## src/rtl/img_pkg.sv

```systemverilog
// Types and constants shared between the job sequencer and image_processor.
package img_pkg;

    typedef enum logic [2:0] {
        ST_IDLE = 3'd0,
        ST_HOLD = 3'd1,
        ST_RUN  = 3'd2,
        ST_DONE = 3'd3,
        ST_ERR  = 3'd4
    } state_t;

    localparam logic [1:0] CMD_ELA  = 2'd0;
    localparam logic [1:0] CMD_COPY = 2'd1;

    localparam int IMG_W      = 400;
    localparam int IMG_H      = 300;
    localparam int IMG_PIXELS = IMG_W * IMG_H;

    function automatic logic cmd_valid(input logic [1:0] cmd);
        return cmd <= CMD_COPY;
    endfunction

endpackage

```

## src/rtl/job_timer.sv

```systemverilog
// Free-running cycle counter with clear/enable and a terminal-count flag.
module job_timer #(
    parameter int W = 24
) (
    input  logic         clk,
    input  logic         rst,
    input  logic         i_clr,
    input  logic         i_en,
    input  logic [W-1:0] i_limit,
    output logic         o_tc
);

    logic [W-1:0] r_count;

    always_ff @(posedge clk) begin
        if (rst || i_clr)
            r_count <= '0;
        else if (i_en)
            r_count <= r_count + 1'b1;
    end

    assign o_tc = (r_count == i_limit);

endmodule

```

## src/rtl/image_job_sequencer.sv

```systemverilog
// Runs one image_processor job at a time and shares the source-BRAM read
// port between host readback (IDLE) and the processor (all other states).
module image_job_sequencer
    import img_pkg::*;
#(
    parameter int          ADDR_WIDTH  = 19,
    parameter int          DATA_WIDTH  = 12,
    parameter int          RST_CYCLES  = 4,
    parameter int          TIMEOUT     = 1_000_000,
    parameter logic [15:0] FRAMES_INIT = 16'h0000
) (
    input  logic                  clk_p,
    input  logic                  rst,
    input  logic                  host_start,
    input  logic [1:0]            host_cmd,
    output logic                  host_busy,
    output logic                  host_done,
    output logic                  host_err,
    output logic [15:0]           host_frames,
    input  logic                  host_rd_req,
    input  logic [ADDR_WIDTH-1:0] host_rd_addr,
    output logic                  host_rd_gnt,
    output logic                  host_rd_valid,
    output logic [DATA_WIDTH-1:0] host_rd_data,
    output logic                  proc_rst,
    output logic [1:0]            proc_cmd,
    input  logic                  proc_all_ready,
    input  logic [ADDR_WIDTH-1:0] proc_w_addr,
    output logic [ADDR_WIDTH-1:0] bram_addr,
    input  logic [DATA_WIDTH-1:0] bram_dout
);

    localparam logic [23:0] HOLD_LAST = 24'(RST_CYCLES - 1);
    localparam logic [23:0] RUN_LAST  = 24'(TIMEOUT - 1);

    state_t      r_state;
    logic [1:0]  r_cmd;
    logic        r_err;
    logic [15:0] r_frames;
    logic        r_rd_valid;

    logic        w_idle;
    logic        w_start_ok;
    logic        w_gnt;
    logic        w_tmr_en;
    logic        w_tmr_clr;
    logic        w_tc;
    logic [23:0] w_limit;

    assign w_idle     = (r_state == ST_IDLE);
    assign w_start_ok = host_start && cmd_valid(host_cmd);
    assign w_gnt      = host_rd_req && w_idle && !w_start_ok;

    // One timer serves both phases; it restarts from 0 on every phase change.
    assign w_tmr_en  = (r_state == ST_HOLD) || (r_state == ST_RUN);
    assign w_tmr_clr = !w_tmr_en || w_tc;
    assign w_limit   = (r_state == ST_HOLD) ? HOLD_LAST : RUN_LAST;

    job_timer #(.W(24)) u_timer (
        .clk     (clk_p),
        .rst     (rst),
        .i_clr   (w_tmr_clr),
        .i_en    (w_tmr_en),
        .i_limit (w_limit),
        .o_tc    (w_tc)
    );

    always_ff @(posedge clk_p) begin
        if (rst) begin
            r_state    <= ST_IDLE;
            r_cmd      <= CMD_ELA;
            r_err      <= 1'b0;
            r_frames   <= FRAMES_INIT;
            r_rd_valid <= 1'b0;
        end else begin
            r_rd_valid <= w_gnt;
            case (r_state)
                ST_IDLE: begin
                    if (w_start_ok) begin
                        r_cmd   <= host_cmd;
                        r_err   <= 1'b0;
                        r_state <= ST_HOLD;
                    end else if (host_start) begin
                        r_err <= 1'b1;
                    end
                end
                ST_HOLD: if (w_tc) r_state <= ST_RUN;
                ST_RUN: begin
                    // Ready on the timeout cycle still counts as a completed job.
                    if (proc_all_ready)
                        r_state <= ST_DONE;
                    else if (w_tc)
                        r_state <= ST_ERR;
                end
                ST_DONE: begin
                    r_frames <= r_frames + 16'd1;
                    r_state  <= ST_IDLE;
                end
                ST_ERR: begin
                    r_err   <= 1'b1;
                    r_state <= ST_IDLE;
                end
                default: r_state <= ST_IDLE;
            endcase
        end
    end

    // rst feeds proc_rst directly so the processor is held without waiting an edge.
    assign proc_rst      = rst || (r_state != ST_RUN);
    assign proc_cmd      = r_cmd;
    assign host_busy     = !w_idle;
    assign host_done     = (r_state == ST_DONE);
    assign host_err      = r_err;
    assign host_frames   = r_frames;
    assign host_rd_gnt   = w_gnt;
    assign host_rd_valid = r_rd_valid;
    assign host_rd_data  = bram_dout;
    assign bram_addr     = w_idle ? host_rd_addr : proc_w_addr;

endmodule
```

## config.mk

```make
export PLATFORM = sky130hd
export DESIGN_NAME = image_job_sequencer
export DESIGN_NICKNAME = d
export VERILOG_FILES = /design/src/rtl/img_pkg.sv /design/src/rtl/job_timer.sv /design/src/rtl/image_job_sequencer.sv
export SDC_FILE = /design/constraint.sdc
export NUM_CORES = 1
export LEC_CHECK = 0
export ABC_CLOCK_PERIOD_IN_PS = 3600
export BUFFER_PORTS_ARGS = -buffer_cell sky130_fd_sc_hd__buf_2
export CAP_MARGIN = 20
export CORE_MARGIN = 1.5
export CORE_UTILIZATION = 43
export CTS_CLUSTER_DIAMETER = 60
export DETAILED_ROUTE_END_ITERATION = 8
export PLACE_DENSITY = 0.79
export SLEW_MARGIN = 10
export SYNTH_ARGS = -nofsm -noshare
export SYNTH_HDL_FRONTEND = slang
export SYNTH_HIERARCHICAL = 1
export SYNTH_SLANG_ARGS = --single-unit
```

## constraint.sdc

```tcl
create_clock -name clk_p -period 3.6 [get_ports clk_p]
set_input_delay 0.18 -clock clk_p [delete_from_list [all_inputs] [get_ports clk_p]]
set_output_delay 0.18 -clock clk_p [all_outputs]
set_load 0.05 [all_outputs]
```

**After elaboration in Yosys (flattened, before gate mapping)**

Index checks and enable logic that the tools add are counted.
W data, S select, Z words.

- Register bits after elaboration: 47
- Word-level logic and storage cells: 44

- Add/sub/neg operators: 2
- Order comparisons: 1
- Equality and inequality tests: 10
- Muxes and demuxes: 10
- Reductions and logical operators: 15

Operators by type and width:

| operator | number |
|---|---|
| $add A24 B1 Y24 const B | 1 |
| $eq A24 B20 Y1 | 1 |
| $mux W20 | 1 |
| $mux W19 | 1 |
| $add A16 B1 Y16 const B | 1 |
| $mux W3 | 4 |
| $pmux W3 S3 | 1 |
| $eq A3 B2 Y1 const B | 2 |
| $ne A3 B2 Y1 const B | 2 |
| $logic_or A1 B1 Y1 | 4 |
| $reduce_and A2 Y1 | 2 |
| $eq A3 B1 Y1 const B | 1 |
| $eq A3 B3 Y1 const B | 1 |
| $logic_and A1 B1 Y1 | 3 |
| $logic_not A1 Y1 | 3 |
| $logic_not A3 Y1 | 1 |
| $ne A3 B3 Y1 const B | 1 |
| $reduce_and A3 Y1 | 1 |
| $le A2 B1 Y1 const B | 1 |
| $mux W1 | 2 |
| $ne A2 B1 Y1 const B | 1 |
| $ne A2 B2 Y1 const B | 1 |
| $pmux W1 S2 | 1 |
| $reduce_bool A2 Y1 | 1 |

**Depth between registers and ports, before layout**

Gate-level depths: netlist of the first run.

- Word-level depth: 6
- Depth in mapped cells: 13

**Modules after synthesis**

The synthesis of the first run kept the hierarchy.

By module, submodules not included:

| module | times used | cells an instance | area each (um^2) |
|---|---|---|---|
| image_job_sequencer | 1 | 159 | 1406.3 |
| job_timer | 1 | 163 | 1372.6 |

**Least setup slack after synthesis of the first run**

OpenSTA, ideal clock, no wires.

- Path kind: register to register
- Start: reg r_state[0]
- End: reg u_timer.r_count[0]
- Arrival: 2.533 ns
- Required time: 3.472 ns
- Slack: 0.939 ns
- Stages on the path, launching flop included: 13
- Period minus slack after synthesis: 2.661 ns
- Cell sequence: dfxtp_1 > buf_2 > nand2_1 > or2_2 > xor2_1 > nor4_1 > nand4_1 > nor3_1 > or3_1 > or2_2 > clkbuf_1 > clkbuf_1 > nor2_1

- Longest elaborated chain between the ends: 5
- Elaborated cells on any way between the ends: 8
- Classes of those cells: 3 x eq/ne; 1 x mux; 4 x reduce/logical

Ends and longest elaborated chain:

| what | RTL line | source |
|---|---|---|
| from (decl) | image_job_sequencer.sv:36 | `state_t r_state;` |
| from (signal assigned) | image_job_sequencer.sv:70 | `r_state <= ST_IDLE;` |
| from (signal assigned) | image_job_sequencer.sv:82 | `r_state <= ST_HOLD;` |
| from (signal assigned) | image_job_sequencer.sv:87 | `ST_HOLD: if (w_tc) r_state <= ST_RUN;` |
| $eq A3 B1 Y1 | image_job_sequencer.sv:57 | `assign w_limit = (r_state == ST_HOLD) ? HOLD_LAST : RUN_LAST;` |
| $mux W20 | image_job_sequencer.sv:57 |  |
| via w_limit[14] | image_job_sequencer.sv:48 | `logic [23:0] w_limit;` |
| $eq A24 B20 Y1 | job_timer.sv:22 | `assign o_tc = (r_count == i_limit);` |
| via w_tc | image_job_sequencer.sv:47 | `logic w_tc;` |
| $logic_or A1 B1 Y1 | image_job_sequencer.sv:56 | `assign w_tmr_clr = !w_tmr_en \|\| w_tc;` |
| via w_tmr_clr | image_job_sequencer.sv:46 | `logic w_tmr_clr;` |
| $logic_or A1 B1 Y1 | job_timer.sv:16 | `if (rst \|\| i_clr)` |
| to (signal assigned) | job_timer.sv:19 | `r_count <= r_count + 1'b1;` |
| to (decl) | job_timer.sv:13 | `logic [W-1:0] r_count;` |

The timed path passes the listed nets, and every way through them passes these cells.
A chain may end at the register's enable or synchronous reset.

**Worst setup path after layout of the first run**

- Start: reg r_state[0]
- End: reg u_timer.r_count[19]

The elaborated chain is that of the path after synthesis.

==> flow_summary.toml, run 1 <==
[status]
status = "completed"

[timing]
worst_slew_pin_slew_ps = 860
fin_crit_sh_pct = 81.7
skew_ps = 6.99
maxSlewHeadroom_pct = 42.1
finalSetupTns_ps = 0
setup_viol = 0
rsz0062_at_grt = "false"
period_needed_ps = 2940
finalHoldViolations = 0
slew_violations = 0
max_freq_mhz = 340

[hold_path]
hp-start = "host_cmd[0]"
min_path_type = "in -> reg"

[clocking]
cts_setup_buffers = 0
insertion_delay_ps = 290
cts_buffers = 5
clk_pin_slew_ps = 90
ctsResizeCount = 0
cts.sinks = 47
clk_path_buf_depth = 2
htreeDepth = 2
cts_root_buf = "clkbuf_8"
ctsHoldBuffers = 0
cts_tree = "built"

[global_routing]
grt_max_degree = 28
grt_usage_pct = 17.5
antenna_found_initial = 0
grt_pass1_wl_um = 10200
grt-ovfl-total = 0
grt_pass1_vias = 2356

[yosys]
synth-seq-area-share_pct = 33.9
yosys_warnings = 6
synth_area_leader_cell = "dfxtp_1"
synth_most_common_cell = "dfxtp_1"
synth_cell_type_count = 47
synth_area_leaders = "dfxtp_1 (34%), xor2_1 (8.5%), mux2_2 (8.1%), xnor2_1 (5.7%), nor2_1 (4.7%)"
syn_area_um2 = 2780
synth_common_cells = "dfxtp_1 (47), nor2_1 (35), xor2_1 (27), mux2_2 (20), xnor2_1 (18)"
synth_top_area_share_pct = 33.9
synth_flop_cell = "dfxtp_1"
synth-seq-cells = 47
syn_inst = 322
synth_edf_count = 0
avgSynthCellArea_um2 = 8.63
synthArstFlopShare_pct = 0

[detailed_routing]
vias = 2495
drt_wl_total_um = 5990
post-route-drc-count = 0
via_per_inst = 5.21
detail_route.iter0.violations = 133
drtPass1Iterations = 4
ant_nets = 0
wire_per_inst_um = 12.5

[critical_path]
cp.arrival_ps = 3120
crit_family = "simple AND/OR/NAND/NOR gates"
crit_start = "r_state[0]"
cp_common_cell = "or2_2"
required_ps = 3780
critPathLaunchType = "flip-flop"
max_stage_delay_ps = 560
end_kind = "flip-flop"
cp_slowest_cell = "dfxtp_1"
path_class = "reg -> reg"
worst-path-buf-inv = 1
r2r_start = "r_state[0]"
cp_max_fo = 14
path_cells = "nand2_1 -> or2_2 -> xor2_1 -> nor4_1 -> nand4_1 -> nor3_1 -> or3_1 -> or2_2 -> buf_4 -> a21oi_1"

[place]
dp_hpwl_um = 4570
placed_area_um2 = 3200
routabilityCongestion = 0.846
portBuffers = 87

[cells_and_area]
design_area_um2 = 3320
layout.nets = 460
fillers = 602
antennaDiodeCount = 0
drive_gt1_share_pct = 33.1
syn2layout_area_growth_pct = 19.5

[power]
power.leakage_uw = 0.00138
p_per_area_nw_per_um2 = 351
ir_drop_v = 0.000227

[die]
ioPinCount = 112
rows = 29
initial_core_util_pct = 44.0
die_width_um = 83.4
die_y_um = 83.4
core_area_um2 = 6310
die-area_um2 = 6950

[flow_run]
drv_cap = 0
==> final timing paths <==
path	slack (ps)	cells after the start	endpoint
setup / recovery	660	10	u_timer/r_count[19]
hold / removal	130	3	proc_cmd[0]
setup reg to reg	660	10	u_timer/r_count[19]
hold reg to reg	470	1	proc_cmd[1]
==> cells by family (layout without fill, tap and decap cells) <==
logic type	after synthesis	after routing	share of synthesized area [%]
xor+xnor	45	45	14.2
buf+inv	37	105	7.29
mux	24	24	9.55
simple gates	131	131	26.6
other cells	2	14	0.270
flops	47	47	33.9
compound gates	34	34	7.34
fa+ha+maj	2	2	0.900
==> power breakdown <==
group	switching, uW	internal (uW)
Combinational	157	78.1
Clock	176	225
Sequential	5.26	523
==> worst reg2reg max path, cell delays in order, from the launching register on <==
cell and delay (ps):
dfxtp_1 560, nand2_1 110, or2_2 430, xor2_1 200, nor4_1 310, nand4_1 120, nor3_1 360, or3_1 200
or2_2 230, buf_4 240, a21oi_1 60
==> layout make-up <==
type	instances	area [um^2]	share of cell area [%]
inverters	8	30.0	0.904
multi-input cells	250	1690	50.8
repair buffers	89	450	13.6
clock inverters	2	35.0	1.06
well taps	77	96.3	2.90
clock buffers	6	82.6	2.49
flip-flops and latches	47	941	28.3
==> metrics by stage <==
step	util (%)	setup WS [ps]	hold slack (ps)	cells	power (uW)
global placement	50.7	848	360	471	773
detailed placement	50.7	720	360	471	776
finish	52.6	658	135	479	1160
floorplan	-	939	263	334	755
CTS	52.6	707	133	479	1170
global route	52.6	430	139	479	1210
==> layout by cell type, fill, tap and decap left out, drive strengths merged, types with 2 or more instances in the layout <==
master   netlist  layout
a2111oi        3       3
mux2          20      20
nand2b         2       2
mux2i          4       4
nor2b          3       3
nand3          9       9
xor2          27      27
dfxtp         47      47
inv            8       8
clkbuf        11       6
xnor2         18      18
or3           11      11
or4            9       9
buf           18      89
or2            5       5
a21oi         15      15
nor4           6       6
nor3           9       9
o21ai          8       8
and3           4       4
nand4         14      14
nor2          35      35
o31ai          5       5
and4           2       2
nand2         15      15
ha             2       2
conb           2      14
==> flip-flops by register name, summed over array words and instances (netlist names) <==
register,flops
host_err,1
host_frames,16
host_rd_valid,1
proc_cmd,2
r_state,3
u_timer/r_count,24
==> per-layer routing <==
metal  up-vias  GRT usage [%]  part of all wire [%]
li1       1257              -                     -
met1      1149           20.8                    46
met2        80           31.9                    48
met3         9           3.18                   5.0
met4         0           5.30                  0.97
met5         -              0                     0
No activity file was read; power rests on OpenSTA's default activity.
==> inputs of run 2 (changes only) <==
- ABC_CLOCK_PERIOD_IN_PS: 3600 -> 2900
- clock period: 3.6 -> 2.9 ns (I/O delays scaled with it)
==> run 2 against run 1 <==
Global-route usage down 0.19 points. Die area is the same. Non-clock buffer count is 6 higher. Worst setup slack got worse by 310 ps. Hold slack lost 34 ps. Wire length rose by 0.62%. Total power increased by 16%. Highest routed layer unchanged.
==> flow_summary.toml, run 2 (synthesis results as in run 1) <==
[critical_path]
max_stage_delay_ps = 410
cp_slowest_cell = "or2_2"
cp.arrival_ps = 2730
reg2reg_slack_ps = 340
cp_max_fo = 12
end_kind = "flip-flop"
path_class = "reg -> reg"
required_ps = 3070
critPathLaunchType = "flip-flop"
worst-path-buf-inv = 2
cp_common_cell = "or2_2"
path_cells = "inv_1 -> nand2_1 -> or2_2 -> xor2_1 -> nor4_1 -> nand4_1 -> nor3_1 -> or3_1 -> or2_2 -> buf_4 -> a21oi_1"
crit_family = "simple AND/OR/NAND/NOR gates"

[cells_and_area]
largest_reg_flops = 24
final_cell_mix = "buf_2 (87), dfxtp_1 (47), nor2_1 (35), xor2_1 (27), mux2_2 (20)"
syn2layout_area_growth_pct = 20.1
layout.cells.non_filler = 485
layout_commonest_cell = "buf_2"
ff_latch_area_um2 = 941
antennaDiodeCount = 0
fillers = 589
drive_gt1_share_pct = 34.1
multi_input_area_um2 = 1690
largest_register = "u_timer/r_count"
layout.nets = 466

[detailed_routing]
drt_wl_total_um = 6030
vias = 2512
ant_nets = 0
via_per_inst = 5.18
wire_per_inst_um = 12.4
detail_route.iter0.violations = 96
post-route-drc-count = 0
drtPass1Iterations = 4

[power]
seq_power_share_pct = 48.5
p_sw_uw = 427
clkPwrFrac_pct = 29.2
p_comb_share_pct = 22.3
swShare_pct = 31.8
p_per_area_nw_per_um2 = 403
p_int_uw = 918
power.leakage_uw = 0.00139
total_power_uw = 1350
ir_drop_v = 0.000341

[die]
initial_core_util_pct = 44.0
core_area_um2 = 6310
ioPinCount = 112
die-area_um2 = 6950
rows = 29
die_y_um = 83.4
die_width_um = 83.4

[clocking]
cts_root_buf = "clkbuf_8"
htreeDepth = 2
clk_pin_slew_ps = 90
cts_tree = "built"
insertion_delay_ps = 300
cts_setup_buffers = 0
cts_buffers = 5
ctsResizeCount = 0
ctsHoldBuffers = 0
cts.sinks = 47
clk_path_buf_depth = 2

[global_routing]
antenna_found_initial = 0
grt-ovfl-total = 0
grt_max_degree = 28
grt_pass1_vias = 2372
grt_pass1_wl_um = 10200
grt_usage_pct = 17.3

[place]
dp_slack_ps = 378
portBuffers = 87
dp_hpwl_um = 4590
placed_cells = 477
routabilityCongestion = 0.808

[timing]
finalSetupTns_ps = 0
rsz0062_at_grt = "false"
skew_ps = 6.16
fin_hold_ws_ps = 101
finalHoldViolations = 0
max_freq_mhz = 391
fin_crit_sh_pct = 88.1
period_needed_ps = 2560
slew_violations = 0
fin_ws_ps = 345
setup_viol = 0

[flow_run]
drv_cap = 0

[hold_path]
min_path_type = "in -> reg"

[status]
status = "completed"
==> run 2: cell type report <==
class / count / area share, %
inverters: 8 / 0.900
clock buffers: 5 / 2.06
flip-flops and latches: 47 / 28.2
multi-input cells: 250 / 50.5
well taps: 77 / 2.89
clock inverters: 3 / 0.600
repair buffers: 95 / 14.8
==> run 2: per-stage QoR <==
step	util (%)	instance area [um^2]
final	52.9	3340
after global routing	52.9	3340
after CTS	52.9	3340
after detailed placement	51.4	3250
after global placement	51.4	3250
after floorplan	-	2820
==> run 2: worst paths after layout <==
| kind | start | end | cells past startpoint |
|---|---|---|---|
| setup / recovery | r_state[1] | u_timer/r_count[19] | 11 |
| hold reg to reg | proc_cmd[1] | proc_cmd[1] | 1 |
| hold / removal | host_cmd[0] | proc_cmd[0] | 3 |
| setup reg to reg | r_state[1] | u_timer/r_count[19] | 11 |
==> run 2: routing by layer <==
| layer | wire length (um) | GRT usage [%] |
|---|---|---|
| met3 | 330 | 3.58 |
| met5 | 0 | 0 |
| met1 | 2610 | 20.7 |
| met4 | 32 | 5.15 |
| met2 | 3050 | 31.0 |
==> run 2: power groups by stage <==
| stage | clock [uW] | sequential (uW) | combinational (uW) |
|---|---|---|---|
| after floorplan | 0 | 678 | 259 |
| after global placement | 0 | 667 | 296 |
| after detailed placement | 0 | 667 | 300 |
| after CTS | 407 | 652 | 301 |
| after global routing | 430 | 653 | 319 |
| final | 393 | 652 | 300 |
==> run 2: tightest hold or removal path, delay by kind of cell <==
kind / cells / cell delay [ps]
buf+inv: 1 / 80
mux: 1 / 60
simple gates: 1 / 80
